[config.mk]
export PLATFORM = sky130hd
export DESIGN_NAME = hazard_unit
export DESIGN_NICKNAME = d
export VERILOG_FILES = /design/src/rtl/cpu_pkg.sv /design/src/rtl/md_busy_counter.sv /design/src/rtl/hazard_unit.sv
export SDC_FILE = /design/constraint.sdc
export NUM_CORES = 1
export LEC_CHECK = 0
export ABC_AREA = 1
export BUFFER_PORTS_ARGS = -buffer_cell sky130_fd_sc_hd__clkbuf_2
export CAP_MARGIN = 20
export CORE_MARGIN = 2
export CORE_UTILIZATION = 39
export CTS_BUF_LIST = sky130_fd_sc_hd__clkbuf_4 sky130_fd_sc_hd__clkbuf_8
export DETAILED_ROUTE_END_ITERATION = 10
export MAX_ROUTING_LAYER = met4
export PLACE_DENSITY = 0.76
export SYNTH_ARGS = -nofsm -noshare
export SYNTH_HDL_FRONTEND = slang
export SYNTH_SLANG_ARGS = --single-unit
export TNS_END_PERCENT = 10
[constraint.sdc]
create_clock -name i_clk -period 1.9 [get_ports i_clk]
set_input_delay 0.19 -clock i_clk [delete_from_list [all_inputs] [get_ports i_clk]]
set_output_delay 0.19 -clock i_clk [all_outputs]
set_load 0.1 [all_outputs]
[src/rtl/cpu_pkg.sv]
// Shared definitions for the pipelined MIPS core: register address width,
// forwarding mux select encodings and a register-match helper.
package cpu_pkg;

    localparam int REG_ADDR_W = 5;

    typedef logic [REG_ADDR_W-1:0] reg_addr_t;

    // Execute-stage operand mux select encodings
    localparam logic [1:0] FWD_RF  = 2'b00;
    localparam logic [1:0] FWD_WB  = 2'b01;
    localparam logic [1:0] FWD_MEM = 2'b10;

    // True when a source register depends on a destination register.
    // $zero is hard-wired, so it never creates a dependency.
    function automatic logic regMatch(input reg_addr_t src, input reg_addr_t dst);
        return (src != '0) && (src == dst);
    endfunction

endpackage

[src/rtl/md_busy_counter.sv]
// Mult/div occupancy tracker. A start loads the latency into a down-counter,
// and the unit reports busy until the counter drains back to zero. A start
// that arrives while the unit is already busy is ignored.
module md_busy_counter #(
    parameter int MD_LATENCY = 32
) (
    input  logic i_clk,
    input  logic i_reset,
    input  logic i_start,
    output logic o_busy
);

    localparam int CNT_W = $clog2(MD_LATENCY + 1);

    logic [CNT_W-1:0] r_cnt;
    logic             w_idle;

    assign w_idle = (r_cnt == '0);

    // Load on an idle start, otherwise count down to zero; reset clears at once
    always_ff @(posedge i_clk or posedge i_reset) begin
        if (i_reset) begin
            r_cnt <= '0;
        end else if (i_start && w_idle) begin
            r_cnt <= CNT_W'(MD_LATENCY);
        end else if (!w_idle) begin
            r_cnt <= r_cnt - CNT_W'(1);
        end
    end

    assign o_busy = !w_idle;

endmodule

[src/rtl/hazard_unit.sv]
// Hazard detection and forwarding control for the 5-stage MIPS pipeline.
// Forwarding selects and stall/flush controls are purely combinational; the
// only state is the mult/div busy counter held in md_busy_counter.
module hazard_unit
    import cpu_pkg::*;
#(
    parameter int MD_LATENCY = 32
) (
    input  logic                  i_clk,
    input  logic                  i_reset,
    input  logic [REG_ADDR_W-1:0] i_rsD,
    input  logic [REG_ADDR_W-1:0] i_rtD,
    input  logic [REG_ADDR_W-1:0] i_rsE,
    input  logic [REG_ADDR_W-1:0] i_rtE,
    input  logic [REG_ADDR_W-1:0] i_writeregE,
    input  logic [REG_ADDR_W-1:0] i_writeregM,
    input  logic [REG_ADDR_W-1:0] i_writeregW,
    input  logic                  i_regwriteE,
    input  logic                  i_regwriteM,
    input  logic                  i_regwriteW,
    input  logic                  i_memtoregE,
    input  logic                  i_memtoregM,
    input  logic                  i_branchD,
    input  logic                  i_mduseD,
    input  logic                  i_mdstartE,
    output logic [1:0]            o_forwardAE,
    output logic [1:0]            o_forwardBE,
    output logic                  o_forwardAD,
    output logic                  o_forwardBD,
    output logic                  o_stallF,
    output logic                  o_stallD,
    output logic                  o_flushE,
    output logic                  o_mdbusy
);

    logic [1:0] w_forwardAE;
    logic [1:0] w_forwardBE;
    logic       w_forwardAD;
    logic       w_forwardBD;
    logic       w_lwstall;
    logic       w_branchstall;
    logic       w_mdstall;
    logic       w_stall;
    logic       w_mdbusy;

    // Mult/div occupancy; a flush does not cancel the start in execute
    md_busy_counter #(
        .MD_LATENCY (MD_LATENCY)
    ) u_md_busy_counter (
        .i_clk   (i_clk),
        .i_reset (i_reset),
        .i_start (i_mdstartE),
        .o_busy  (w_mdbusy)
    );

    // Execute operand forwarding; the memory stage is younger and wins over writeback
    always_comb begin
        w_forwardAE = FWD_RF;
        if (i_regwriteM && regMatch(i_rsE, i_writeregM)) begin
            w_forwardAE = FWD_MEM;
        end else if (i_regwriteW && regMatch(i_rsE, i_writeregW)) begin
            w_forwardAE = FWD_WB;
        end

        w_forwardBE = FWD_RF;
        if (i_regwriteM && regMatch(i_rtE, i_writeregM)) begin
            w_forwardBE = FWD_MEM;
        end else if (i_regwriteW && regMatch(i_rtE, i_writeregW)) begin
            w_forwardBE = FWD_WB;
        end
    end

    // Decode branch-compare forwarding from the memory-stage ALU result
    always_comb begin
        w_forwardAD = i_regwriteM && regMatch(i_rsD, i_writeregM);
        w_forwardBD = i_regwriteM && regMatch(i_rtD, i_writeregM);
    end

    // Stall sources: load-use, branch operand not yet available, HI/LO still being produced
    always_comb begin
        w_lwstall = i_memtoregE &&
                    (regMatch(i_rsD, i_rtE) || regMatch(i_rtD, i_rtE));

        w_branchstall = i_branchD &&
                        ((i_regwriteE &&
                          (regMatch(i_rsD, i_writeregE) || regMatch(i_rtD, i_writeregE))) ||
                         (i_memtoregM &&
                          (regMatch(i_rsD, i_writeregM) || regMatch(i_rtD, i_writeregM))));

        w_mdstall = i_mduseD && w_mdbusy;

        w_stall = w_lwstall || w_branchstall || w_mdstall;
    end

    assign o_forwardAE = w_forwardAE;
    assign o_forwardBE = w_forwardBE;
    assign o_forwardAD = w_forwardAD;
    assign o_forwardBD = w_forwardBD;
    assign o_stallF    = w_stall;
    assign o_stallD    = w_stall;
    assign o_flushE    = w_stall;
    assign o_mdbusy    = w_mdbusy;

endmodule
# Word level (Yosys, flattened, before mapping)
# Index checks and enable logic that the tools add are counted.
# word_totals
regBits,6
latchBits,0
ram_bits,0
romBits,0
memories,0
# op_classes
n_addsub,1
n_mul,0
div,0
magnitude_cmp,0
eq_ne,11
shift,0
n_mux,6
bitwise,0
n_reduce_logical,34
# ops
op,count
$eq 5x5->1,10
$logic_and 1x1->1,22
$reduce_bool 5->1,4
$mux 6,2
$logic_not 6->1,1
$logic_or 1x1->1,6
$sub 6x1->6 const B,1
$mux 2,2
$mux 1,2
$ne 2x2->1 const B,1
$logic_not 1->1,1

# Longest topological paths before layout
# Gate-level depths: netlist (run 1).
# depth
ltp_word,8
mapped_depth,12
mapped_depth_nobuf,11

# Modules after synthesis
# From an unflattened synthesis (run 1), not the netlist that was laid out.
# unflattened
cells_unflattened,212
area_unflattened_um2,1221.2
# by_module_without_submodules
module,n_inst,cells_each,area_per_inst_um2,seq_area_each_um2
hazard_unit,1,170,869.6,0.0
md_busy_counter,1,42,351.6,150.1

# Least setup slack after synthesis (run 1)
# Ideal clock, no wire load.
# synth_path
path_type,input-to-output
start,input i_writeregM[1]
end,output o_forwardBE[0]
t_arrival_ps,2852
path_slack_ps,-1142
stages,5
cell_sequence,buf_2 > xnor2_1 > o2111ai_1 > nor2_1 > nor2_1
# synth_between
elab_chain_cells,4
# synth_lines
element,line_no,text
"start, declared",hazard_unit.sv:16,"input logic [REG_ADDR_W-1:0] i_writeregM,"
$eq 5x5->1,cpu_pkg.sv:17,return (src != '0) && (src == dst);
$logic_and 1x1->1,cpu_pkg.sv:17,
$logic_and 1x1->1,hazard_unit.sv:66,"if (i_regwriteM && regMatch(i_rtE, i_writeregM)) begin"
$mux 2,hazard_unit.sv:66,
"end, declared",hazard_unit.sv:27,"output logic [1:0] o_forwardBE,"
# Every way passes these cells.

# Final worst setup path (run 1)
# layout_path
start,register u_md_busy_counter.r_cnt[0]
end,output o_flushE
# layout_between
elab_chain_cells,4
# layout_lines
element,line_no,text
"start, declared",md_busy_counter.sv:15,logic [CNT_W-1:0] r_cnt;
"start signal, assigned",md_busy_counter.sv:25,r_cnt <= CNT_W'(MD_LATENCY);
"start signal, assigned",md_busy_counter.sv:27,r_cnt <= r_cnt - CNT_W'(1);
$logic_not 6->1,md_busy_counter.sv:18,assign w_idle = (r_cnt == '0);
$logic_not 1->1,n/a,
$logic_and 1x1->1,hazard_unit.sv:90,w_mdstall = i_mduseD && w_mdbusy;
$logic_or 1x1->1,hazard_unit.sv:92,w_stall = w_lwstall || w_branchstall || w_mdstall;
"end, declared",hazard_unit.sv:32,"output logic o_flushE,"
# Every way passes these cells.

==> impl_results.md, run 1 <==
- Num Clock Sinks: 6
- DRC viols: 3
- Fillers: 267
- DRT Pass-1 Iters: 7
- Max reg flops: 6
- Biggest register: u_md_busy_counter.r_cnt
- Largest net degree at the start of global routing: 7
- Post-synth net total: 247
- PortBufs: 54
- PD cells: 666.7 nW/µm²
- Crit Path Category: register to output pin
- TritonCTS clock tree: done
- Outcome: complete, but fails checks
- Vias in the first global route: 1,122
- Mapped cell area: 1164 µm²
- Initial Utilization: 41.48%
- Routed len/inst: 10.60 µm
- Setup TNS: 0 ps
- Pins over their slew limit: 0
- Largest regs: u_md_busy_counter.r_cnt: 6 flops
- Max_slew headroom: 64.19%
- Antenna viol nets, final: 0
- Commonest non-fill, non-tap cell in the layout: nand2_1
- Worst skew pair latency: 230 ps
- Placed cell area: 1584 µm²
- Drt total wl: 3.075 mm
- Worst Path Max Fanout: 5
- Chip height: 58.62 µm
- Setup slack at placement: 176.8 ps
- CP Capture Type: output pin
- Area Growth Syn to Fin: 43.87%
- Crit share post-route: 95.55%
- Initial antenna violation count: 0
- Setup WS post-layout: 84.56 ps
- CTS max path bufs: 2
- GPL Wtd Cong: 0.8425
- Max Clock Freq: 550.8 MHz
- Startpoint types: register
- Die ar.: 3436 µm²
- Rows: 19
- Worst endpoint required time: 1710 ps
- Post-route cell area: 1674 µm²
- GRT Total Usage: 18.19%
- Final setup viols: 0
- Failing checks: design-rule violations
- Top Ports: 55
- Max rail drop VDD: 609.5 µV
- Warnings, synthesis: 0
- Share of cells above drive strength 1: 30.50%
- Worst-path clk slew: 40 ps
- NumNets Final: 307
- Hold WC Path Type: primary input to register
- Cells after synthesis: 201
- CTS Buf Count: 3
- Total power: 1.116 mW
- DR vias: 1,342
- Detailed Place HPWL: 2.586 mm
- CP arrival: 1630 ps
- Syn_area_per_cell: 5.789 µm²
- Most frequent cells in the layout: nand2_1 (60), clkbuf_2 (45), nor2_1 (26)
- First-pass GRT wire length: 4.823 mm
- Measured slew at the worst slew-check pin: 539.4 ps
- Fin. Hold Viols: 0
- Max capacitance violation total: 0
- Ant diodes: 0
- Core region area: 2805 µm²
- Setup Skew: 0.1074 ps
- Seq cells post-synth: 6
- Register area share after synthesis: 12.90%
- Clock root buffer: clkbuf_4
- Unique masters post-synth: 30
- # H-tree levels: 1
- Lkg Pwr: 0.9337 nW
- Die Span X: 58.62 µm
- Total gr overflow: 0
- Iter 0 DRT Violations: 65
- DR vias/cell: 4.628
- Minimum clock period: 1815 ps
## worst max-delay path: stages, from the launching register on
cell,delay (ps)
dfrtp_1,390
inv_2,90
ha_4,130
nand2_2,70
nor2_4,120
nand2_4,80
nand2_1,60
a21boi_4,180
nand2_4,100
buf_12,180
## worst paths after layout
| check | start | depth (start not counted) | to | slack (ps) |
|---|---|---|---|---|
| min | i_mdstartE | 4 | u_md_busy_counter.r_cnt[0] | 230 |
| max in group asynchronous | i_reset | 3 | u_md_busy_counter.r_cnt[3] | 1330 |
| min in group asynchronous | i_reset | 3 | u_md_busy_counter.r_cnt[5] | 390 |
| max reg2reg | u_md_busy_counter.r_cnt[1] | 5 | u_md_busy_counter.r_cnt[5] | 670 |
| min reg2reg | u_md_busy_counter.r_cnt[0] | 1 | u_md_busy_counter.r_cnt[0] | 490 |
| max | u_md_busy_counter.r_cnt[0] | 9 | o_flushE | 80 |
## cells in the mapped netlist
master	n	area, µm²
a21boi_1	1	7.510
a21oi_1	2	10.01
a21oi_2	1	8.760
a221oi_1	1	8.760
buf_2	2	10.01
buf_4	2	15.01
buf_6	1	11.26
dfrtp_1	6	150.1
ha_1	1	12.51
inv_1	27	101.4
inv_2	2	7.510
nand2_1	62	232.7
nand2_2	1	6.260
nand3_1	8	40.04
nand3b_1	1	7.510
nand4_1	1	6.260
nor2_1	30	112.6
nor2_2	2	12.51
nor3_1	2	10.01
nor3b_2	1	12.51
nor4_1	1	6.260
o2111ai_1	2	17.52
o21ai_0	3	15.01
o21ai_1	2	10.01
o221ai_1	1	8.760
o22ai_1	2	12.51
or2_0	1	6.260
or2_1	1	6.260
xnor2_1	16	140.1
xor2_1	18	157.7
## routing by layer
layer,part of all wire (%),GRT usage [%]
met1,50,27.09
met2,46,27.77
met3,4.7,1.538
met4,0,1.948
met5,0,-
## what timing repair did
item / 4_1_cts / 5_1_grt
pin swaps: 2 / 3
buffers inserted: 1 / 3
hold buffers: 1 / 0
setup endpoints to repair: 3 / 3
resized for setup: 5 / 2
endpoints found under the hold margin: 6 / 0
## power breakdown
group / switching [mW] / internal, mW / total, mW / leakage (nW)
clock network: 0.0380 / 0.0709 / 0.109 / 0.0138
logic: 0.437 / 0.307 / 0.743 / 0.848
registers: 0.0674 / 0.197 / 0.264 / 0.0718
total: 0.542 / 0.574 / 1.12 / 0.934
## cells by family after synthesis
family,count (synthesis),share of synthesized area (%)
and+or+nand+nor,111,39.46
xor gates and xnor gates,34,25.59
buffers and inverters,34,12.47
AOI/OAI and AO/OA,15,8.495
DFF,6,12.90
adders and majority gates,1,1.075
## area by class of cell
class	count	area, µm²	share of cell area, %
sequential	6	150.1	8.969
inverter	29	108.9	6.502
clock buffer	3	22.52	1.345
timing repair buffer	60	415.4	24.81
tap	31	38.79	2.317
multi-input combinational	161	938.4	56.05
## per-stage QoR
| step | std cells | hold slack [ps] | utilization, % |
|---|---|---|---|
| finish | 290 | 229.0 | 59.68 |
| global route | 290 | 228.2 | 59.68 |
| CTS | 287 | 228.2 | 58.52 |
| detailed placement | 282 | 92.92 | 56.47 |
| global placement | 282 | 85.16 | 56.47 |
| floorplan | 201 | -19.04 | - |
Note: power is estimated with default switching activity, not from simulation.
==> run 2, diff against run 1 <==
--- a/config.mk
+++ b/config.mk
@@ -10,11 +10,11 @@
 export CAP_MARGIN = 20
 export CORE_MARGIN = 2
 export CORE_UTILIZATION = 39
-export CTS_BUF_LIST = sky130_fd_sc_hd__clkbuf_4 sky130_fd_sc_hd__clkbuf_8
 export DETAILED_ROUTE_END_ITERATION = 10
 export MAX_ROUTING_LAYER = met4
-export PLACE_DENSITY = 0.76
+export PLACE_DENSITY = 0.75
 export SYNTH_ARGS = -nofsm -noshare
 export SYNTH_HDL_FRONTEND = slang
+export SYNTH_HIERARCHICAL = 1
 export SYNTH_SLANG_ARGS = --single-unit
 export TNS_END_PERCENT = 10
==> impl_results.md, run 2 <==
- Synth Area in XOR/XNOR: 22.23% (was 25.59%)
- Warnings, synthesis: 6 (was 0)
- Lkg Pwr: 0.9507 nW (was 0.9337 nW)
- Routed len/inst: 10.18 µm (was 10.60 µm)
- Worst-path clk slew: 40 ps (about the same)
- Worst endpoint required time: 1710 ps (about the same)
- Final setup viols: 0 (unchanged)
- Fin. Hold Viols: 0 (unchanged)
- Measured slew at the worst slew-check pin: 537.4 ps (was 539.4 ps)
- Most frequent cell after synthesis: nand2_1 (unchanged)
- Worst Path Max Fanout: 7 (was 5)
- Rows: 20 (was 19)
- Crit share post-route: 91.91% (was 95.55%)
- Top Ports: 55 (unchanged)
- First-pass GRT wire length: 5.099 mm (was 4.823 mm)
- Max rail drop VDD: 309.2 µV (was 609.5 µV)
- Cell taking the most area after synthesis: nand2_1 (unchanged)
- Largest regs: u_md_busy_counter/r_cnt: 6 flops (was u_md_busy_counter.r_cnt: 6 flops)
- Syn_area_per_cell: 5.760 µm² (was 5.789 µm²)
- Post-route cell area: 1649 µm² (was 1674 µm²)
- Most frequent cells in the layout: nand2_1 (63), clkbuf_2 (45), inv_1 (31) (was nand2_1 (60), clkbuf_2 (45), nor2_1 (26))
- DR vias: 1,385 (was 1,342)
- Setup WS post-layout: 153.8 ps (was 84.56 ps)
- Vias in the first global route: 1,218 (was 1,122)
- Pins over their slew limit: 0 (unchanged)
- Hold Slack: 239.4 ps (was 229.0 ps)
- Main synth FF type: dfrtp_1 (unchanged)
- GRT Total Usage: 18.73% (was 18.19%)
- Adder-cell share of the synthesized area: 2.049% (was 1.075%)
- Max reg flops: 6 (unchanged)
- Final non-filler cell total: 298 (was 290)
- Buf/Inv on CP: 3 (was 2)
- Max Clock Freq: 572.7 MHz (was 550.8 MHz)
- Crit Path Category: register to output pin (unchanged)
- PD cells: 624.4 nW/µm² (was 666.7 nW/µm²)
- Unrepaired setup endpoints after global routing: no
- Area Growth Syn to Fin: 35.04% (was 43.87%)
- CP arrival: 1560 ps (was 1630 ps)
- Largest net degree at the start of global routing: 10 (was 7)
- Die Span X: 59.96 µm (was 58.62 µm)
- Commonest non-fill, non-tap cell in the layout: nand2_1 (unchanged)
- Biggest register: u_md_busy_counter/r_cnt (was u_md_busy_counter.r_cnt)
- Iter 0 DRT Violations: 35 (was 65)
- Antenna viol nets, final: 0 (unchanged)
- TritonCTS clock tree: done (unchanged)
- Chip height: 59.96 µm (was 58.62 µm)
- Minimum clock period: 1746 ps (was 1815 ps)
- DRC viols: 0 (was 3)
- Startpoint types: register (unchanged)
- Max capacitance violation total: 0 (unchanged)
- PortBufs: 54 (unchanged)
- Unique masters post-synth: 26 (was 30)
- Max_slew headroom: 64.33% (was 64.19%)
- Ant diodes: 0 (unchanged)
- Mapped cell area: 1221 µm² (was 1164 µm²)
- Die ar.: 3595 µm² (was 3436 µm²)
- Placed cell area: 1609 µm² (was 1584 µm²)
- Largest family of logic cells by synthesized area: simple AND/OR/NAND/NOR gates (unchanged)
- NumNets Final: 314 (was 307)
- Cell at the slowest stage of the critical path: clkbuf_2 (was dfrtp_1)
- Inst Count DP: 293 (was 282)
- Total power: 1.030 mW (was 1.116 mW)
- CP Cell Sequence: inv_2 -> ha_4 -> nand4_4 -> buf_4 -> clkbuf_2 (was inv_2 -> ha_4 -> nand2_2 -> nor2_4 -> nand2_4 -> nand2_1 -> a21boi_4 -> nand2_4 -> buf_12)
- Hold WC Path Type: primary input to register (unchanged)
- Total gr overflow: 0 (unchanged)
- Share of cells above drive strength 1: 27.55% (was 30.50%)
- Crit-path leading delay family: buffers and inverters (was simple AND/OR/NAND/NOR gates)
- Async SR Flop Fraction: 100.0% (unchanged)
- Simple-Gate Fraction of Synth Area: 41.50% (was 39.46%)
- Post-synthesis mux area share: 0% (unchanged)
- DRT Pass-1 Iters: 4 (was 7)
- EDFF count, synth: 0 (unchanged)
- Num Clock Sinks: 6 (unchanged)
- Setup TNS: 0 ps (unchanged)
- Fin util: 54.92% (was 59.68%)
- Compound-gate portion of the synthesized area: 8.299% (was 8.495%)
- Worst path max stage delay: 460 ps (was 390 ps)
- Register area share after synthesis: 12.30% (was 12.90%)
- Detailed Place HPWL: 2.669 mm (was 2.586 mm)
- Core region area: 3003 µm² (was 2805 µm²)
- Outcome: finished, final reports clean (was complete, but fails checks)
- CTS Buf Count: 3 (unchanged)
- Initial Utilization: 40.67% (was 41.48%)
- Setup slack at placement: 352.4 ps (was 176.8 ps)
- CP Capture Type: output pin (unchanged)
- Seq cells post-synth: 6 (unchanged)
- Clock root buffer: clkbuf_4 (unchanged)
- Post-synth net total: 259 (was 247)
- DR vias/cell: 4.648 (was 4.628)
- Setup Skew: 1.327 ps (was 0.1074 ps)
- Initial antenna violation count: 0 (unchanged)
- CTS max path bufs: 2 (unchanged)
- GPL Wtd Cong: 0.9127 (was 0.8425)
- Cells after synthesis: 212 (was 201)
- Drt total wl: 3.033 mm (was 3.075 mm)
- Yosys top cell area share: 19.67% (was 20.00%)
- Area contributors post-synth: nand2_1 (20%), dfrtp_1 (12%), xor2_1 (11%) (was nand2_1 (20%), xor2_1 (14%), dfrtp_1 (13%))
- Commonest cells post-synth: nand2_1 (64), inv_1 (33), nor2_1 (30) (was nand2_1 (62), nor2_1 (30), inv_1 (27))
- Worst skew pair latency: 230 ps (about the same)
- Fillers: 325 (was 267)
- # H-tree levels: 1 (unchanged)
==> run 2: cell count changes in the layout (fill, tap and decap cells not counted), moves of 2 or more <==
cell,before,now
nand2_1,60,63
inv_1,25,31
a21oi_1,2,5
buf_12,6,4
o22ai_1,2,0
nand4_1,1,4
buf_4,8,6
xor2_1,18,16
==> run 2: final cells by class <==
cell class | instances | area (µm²) | area share, %
inverter | 35 | 131.4 | 7.967
multi-input combinational | 165 | 943.4 | 57.21
tap | 33 | 41.29 | 2.504
clock buffer | 3 | 22.52 | 1.366
timing repair buffer | 56 | 360.3 | 21.85
sequential | 6 | 150.1 | 9.105
==> run 2: cell families (layout without fill, tap and decap cells) <==
logic type | after synthesis | count (layout)
flip-flops | 6 | 6
AO/OA/AOI/OAI | 16 | 16
buffers and inverters | 41 | 94
adder cells (fa/ha/maj) | 2 | 2
AND/OR/NAND/NOR | 116 | 116
XOR/XNOR | 31 | 31
==> run 2: worst reg2reg max path: cells and delay by family (launching register included) <==
kind	cells	cell delay [ps]
buf+inv	4	370
flops	1	400
simple gates	3	240
fa+ha+maj	1	140
==> run 2: report_power, final <==
part	total [mW]	leakage [nW]	switching, mW	internal [mW]
Combinational	0.653	0.867	0.397	0.257
Clock	0.108	0.0138	0.0370	0.0708
Sequential	0.269	0.0697	0.0719	0.197
Total	1.03	0.951	0.505	0.524
==> run 2: repair_timing <==
action / CTS / global route
buffers inserted: 0 / 1
hold buffers: 1 / 0
resized for setup: 0 / 0
endpoints found under the setup margin: 0 / 3
hold endpoints to repair: 6 / 0
==> run 2: per-layer routing <==
metal  global-route usage [%]  up-vias  part of all wire (%)
li1                         -      756                     -
met1                    25.56      594                    48
met2                    30.59       35                    47
met3                    1.082        0                   4.8
met4                    3.810        0                     0
met5                        -        -                     0
==> run 2: worst paths after layout <==
path | start | to | slack [ps] | cells past startpoint
setup / recovery | u_md_busy_counter/r_cnt[0] | o_mdbusy | 150 | 5
setup reg to reg | u_md_busy_counter/r_cnt[0] | u_md_busy_counter/r_cnt[5] | 650 | 8
hold reg to reg | u_md_busy_counter/r_cnt[0] | u_md_busy_counter/r_cnt[0] | 520 | 1
min in group asynchronous | i_reset | u_md_busy_counter/r_cnt[3] | 390 | 3
hold / removal | i_mdstartE | u_md_busy_counter/r_cnt[1] | 240 | 4
max in group asynchronous | i_reset | u_md_busy_counter/r_cnt[5] | 1330 | 3
==> run 3, diff against run 2 <==
--- a/config.mk
+++ b/config.mk
@@ -5,14 +5,14 @@
 export SDC_FILE = /design/constraint.sdc
 export NUM_CORES = 1
 export LEC_CHECK = 0
-export ABC_AREA = 1
 export BUFFER_PORTS_ARGS = -buffer_cell sky130_fd_sc_hd__clkbuf_2
 export CAP_MARGIN = 20
 export CORE_MARGIN = 2
 export CORE_UTILIZATION = 39
+export CTS_CLUSTER_DIAMETER = 150
 export DETAILED_ROUTE_END_ITERATION = 10
 export MAX_ROUTING_LAYER = met4
-export PLACE_DENSITY = 0.75
+export PLACE_DENSITY = 0.77
 export SYNTH_ARGS = -nofsm -noshare
 export SYNTH_HDL_FRONTEND = slang
 export SYNTH_HIERARCHICAL = 1
==> impl_results.md, run 3 <==
- Startpoint types: register (unchanged)
- Outcome: complete, but fails checks (was finished, final reports clean)
- Worst hold path endpoint: u_md_busy_counter/r_cnt[0] (was u_md_busy_counter/r_cnt[1])
- Antenna viol nets, final: 0 (unchanged)
- Unrepaired setup endpoints after global routing: yes (was no)
- Minimum clock period: 2086 ps (was 1746 ps)
- CTS max path bufs: 2 (unchanged)
- Main synth FF type: dfrtp_1 (unchanged)
- Worst hold stages: 3 (was 4)
- Chip height: 56.95 µm (was 59.96 µm)
- PortBufs: 54 (unchanged)
- CTS Buf Count: 3 (unchanged)
- Initial antenna violation count: 0 (unchanged)
- Mapped cell area: 1094 µm² (was 1221 µm²)
- Inst Count DP: 226 (was 293)
- Register-to-register path setup slack: 420 ps (was 650 ps)
- Worst-path clk slew: 50 ps (was 40 ps)
- Max_slew headroom: 75.21% (was 64.33%)
- Fin. Hold Viols: 0 (unchanged)
- Seq cells post-synth: 6 (unchanged)
- Final setup viols: 3 (was 0)
- Register area share after synthesis: 13.73% (was 12.30%)
- DR WL met2: 1.762 mm (was 1.426 mm)
- Max capacitance violation total: 0 (unchanged)
- Unique masters post-synth: 33 (was 26)
- Setup Skew: 6.888 ps (was 1.327 ps)
- RR Startpoint: u_md_busy_counter/r_cnt[3] (was u_md_busy_counter/r_cnt[0])
- HP Start: i_mdstartE (unchanged)
- RR Endpoint: u_md_busy_counter/r_cnt[3] (was u_md_busy_counter/r_cnt[5])
- TritonCTS clock tree: done (unchanged)
- NumNets Final: 255 (was 314)
- Rows: 19 (was 20)
- Max Clock Freq: 479.3 MHz (was 572.7 MHz)
- Yosys top cell area share: 30.43% (was 19.67%)
- EDFF count, synth: 0 (unchanged)
- Worst endpoint required time: 1710 ps (about the same)
- Total power: 1.273 mW (was 1.030 mW)
- Vias in the first global route: 1,160 (was 1,218)
- Area contributors post-synth: xnor2_1 (30%), dfrtp_1 (14%), xor2_1 (10%) (was nand2_1 (20%), dfrtp_1 (12%), xor2_1 (11%))
- WL met3: 119 µm (was 145 µm)
- DRC viols: 0 (unchanged)
- DR vias: 1,175 (was 1,385)
- Worst Path Max Fanout: 3 (was 7)
- First-pass GRT wire length: 5.175 mm (was 5.099 mm)
- Cell taking the most area after synthesis: xnor2_1 (was nand2_1)
- Die ar.: 3243 µm² (was 3595 µm²)
- Placed cell area: 1675 µm² (was 1609 µm²)
- Commonest cells post-synth: xnor2_1 (38), xor2_1 (13), dfrtp_1 (6), nor4_1 (6), nand3_1 (5) (was nand2_1 (64), inv_1 (33), nor2_1 (30))
- Pins over their slew limit: 0 (unchanged)
- Detailed Place HPWL: 2.731 mm (was 2.669 mm)
- Worst skew pair latency: 250 ps (was 230 ps)
- Share of cells above drive strength 1: 47.57% (was 27.55%)
- Final non-filler cell total: 237 (was 298)
- Syn_area_per_cell: 8.477 µm² (was 5.760 µm²)
- Core region area: 2710 µm² (was 3003 µm²)
- Num Clock Sinks: 6 (unchanged)
- Setup WS post-layout: -186.3 ps (was 153.8 ps)
- Lkg Pwr: 0.7593 nW (was 0.9507 nW)
- Setup TNS: -556.0 ps (was 0 ps)
- Die Span X: 56.95 µm (was 59.96 µm)
- WL met1: 1.263 mm (was 1.461 mm)
- Initial Utilization: 40.35% (was 40.67%)
- Clock root buffer: clkbuf_4 (unchanged)
- CP arrival: 1900 ps (was 1560 ps)
- Routed len/inst: 13.40 µm (was 10.18 µm)
- Worst setup path startpoint: u_md_busy_counter/r_cnt[3] (was u_md_busy_counter/r_cnt[0])
- Most frequent cell after synthesis: xnor2_1 (was nand2_1)
- Async SR Flop Fraction: 100.0% (unchanged)
- Area Growth Syn to Fin: 62.13% (was 35.04%)
- Largest regs: u_md_busy_counter/r_cnt: 6 flops (unchanged)
- Top routing layer in use: met4 (was met3)
- PD cells: 718.1 nW/µm² (was 624.4 nW/µm²)
- # H-tree levels: 1 (unchanged)
- Crit share post-route: 109.8% (was 91.91%)
- Largest net degree at the start of global routing: 7 (was 10)
- Switching pwr: 0.5473 mW (was 0.5054 mW)
- Ant diodes: 0 (unchanged)
- Post-route cell area: 1773 µm² (was 1649 µm²)
- Sw frac: 42.99% (was 49.09%)
- DR vias/cell: 4.958 (was 4.648)
- Comb pwr share: 72.0% (was 63.4%)
- CP Capture Type: output pin (unchanged)
- Iter 0 DRT Violations: 19 (was 35)
- Fin util: 65.42% (was 54.92%)
- Cells after synthesis: 129 (was 212)
- Drt total wl: 3.176 mm (was 3.033 mm)
- Max rail drop VDD: 851.1 µV (was 309.2 µV)
- Commonest non-fill, non-tap cell in the layout: clkbuf_2 (was nand2_1)
- Fillers: 239 (was 325)
- Reg2reg path depth: 4 (was 8)
- Most frequent cells in the layout: clkbuf_2 (44), xnor2_1 (38), buf_4 (29) (was nand2_1 (63), clkbuf_2 (45), inv_1 (31))
- Measured slew at the worst slew-check pin: 369.1 ps (was 537.4 ps)
- Warnings, synthesis: 6 (unchanged)
- GRT Total Usage: 21.00% (was 18.73%)
- Biggest register: u_md_busy_counter/r_cnt (unchanged)
- Top Ports: 55 (unchanged)
- DRT Pass-1 Iters: 6 (was 4)
- Hold WC Path Type: primary input to register (unchanged)
- Post-synth net total: 176 (was 259)
- GPL Wtd Cong: 0.9004 (was 0.9127)
- Max reg flops: 6 (unchanged)
- Clk pwr share: 9.3% (was 10.5%)
- Failing checks: negative setup slack
- Total gr overflow: 0 (unchanged)
- Crit Path Category: register to output pin (unchanged)
- Internal: 0.7259 mW (was 0.5242 mW)
- Sequential power share: 18.8% (was 26.1%)
## run 3: cell count changes in the layout (fill, tap and decap cells not counted), moves of 6 or more
cell	previous run	this run
nand2_1	63	3
inv_1	31	3
buf_4	6	29
nor2_1	26	4
xnor2_1	15	38
buf_12	4	10
## run 3: power by group through the flow
stage          Combinational [mW]  Sequential (mW)  Clock, mW
3_5_place_dp                0.794            0.251          0
6_report                    0.916            0.239      0.118
5_1_grt                     0.990            0.243      0.129
4_1_cts                     0.867            0.237      0.122
2_1_floorplan               0.484            0.260          0
3_3_place_gp                0.768            0.248          0
## run 3: kinds of logic after synthesis
family / count (synthesis) / synth area share, %
adders and majority gates: 2 / 2.288
AOI/OAI and AO/OA: 13 / 8.467
xor gates and xnor gates: 51 / 40.85
DFF: 6 / 13.73
buffers and inverters: 15 / 7.894
and+or+nand+nor: 40 / 24.94
muxes: 2 / 1.831
## run 3: worst max-delay path: stages (launching register included)
cell and delay [ps]:
dfrtp_1 370, or3_4 410, nor3b_4 230, inv_2 60, a22oi_2 140, o211ai_1 90
buf_4 170, buf_12 160
## run 3: metrics by stage
step / worst slack [ps] / hold slack (ps)
6_report: -186.3 / 248.3
5_1_grt: -251.7 / 269.8
4_1_cts: -179.8 / 236.0
3_5_place_dp: -25.71 / 93.70
3_3_place_gp: 28.78 / 97.99
2_1_floorplan: -1474 / -19.04
## run 3: worst max path at each step
stage / endpoint / slack, ps / cells after the start
3_5_place_dp: o_flushE / -30 / 8
2_1_floorplan: o_stallD / -1470 / 6
3_3_place_gp: o_stallF / 30 / 8
5_1_grt: o_flushE / -250 / 7
6_report: o_flushE / -190 / 7
4_1_cts: o_flushE / -180 / 7
## run 3: final cells by class
cell class,count,area [µm²],area share (%)
clock buffer,3,22.52,1.270
tap,31,38.79,2.188
multi-input combinational,108,887.1,50.04
sequential,6,150.1,8.469
timing repair buffer,85,659.4,37.19
inverter,4,15.01,0.8469
## run 3: repair_timing
| action | in CTS | in global routing |
|---|---|---|
| pin swaps | 2 | 2 |
| buffers inserted | 4 | 3 |
| hold buffers | 1 | 0 |
| endpoints found under the hold margin | 6 | 0 |
| resized for setup | 2 | 1 |
| setup endpoints to repair | 3 | 5 |
## run 3: per-layer routing
layer	GRT usage (%)	vias to the layer above
li1	-	597
met1	23.74	537
met2	39.41	37
met3	2.041	4
met4	4.983	0
met5	-	-
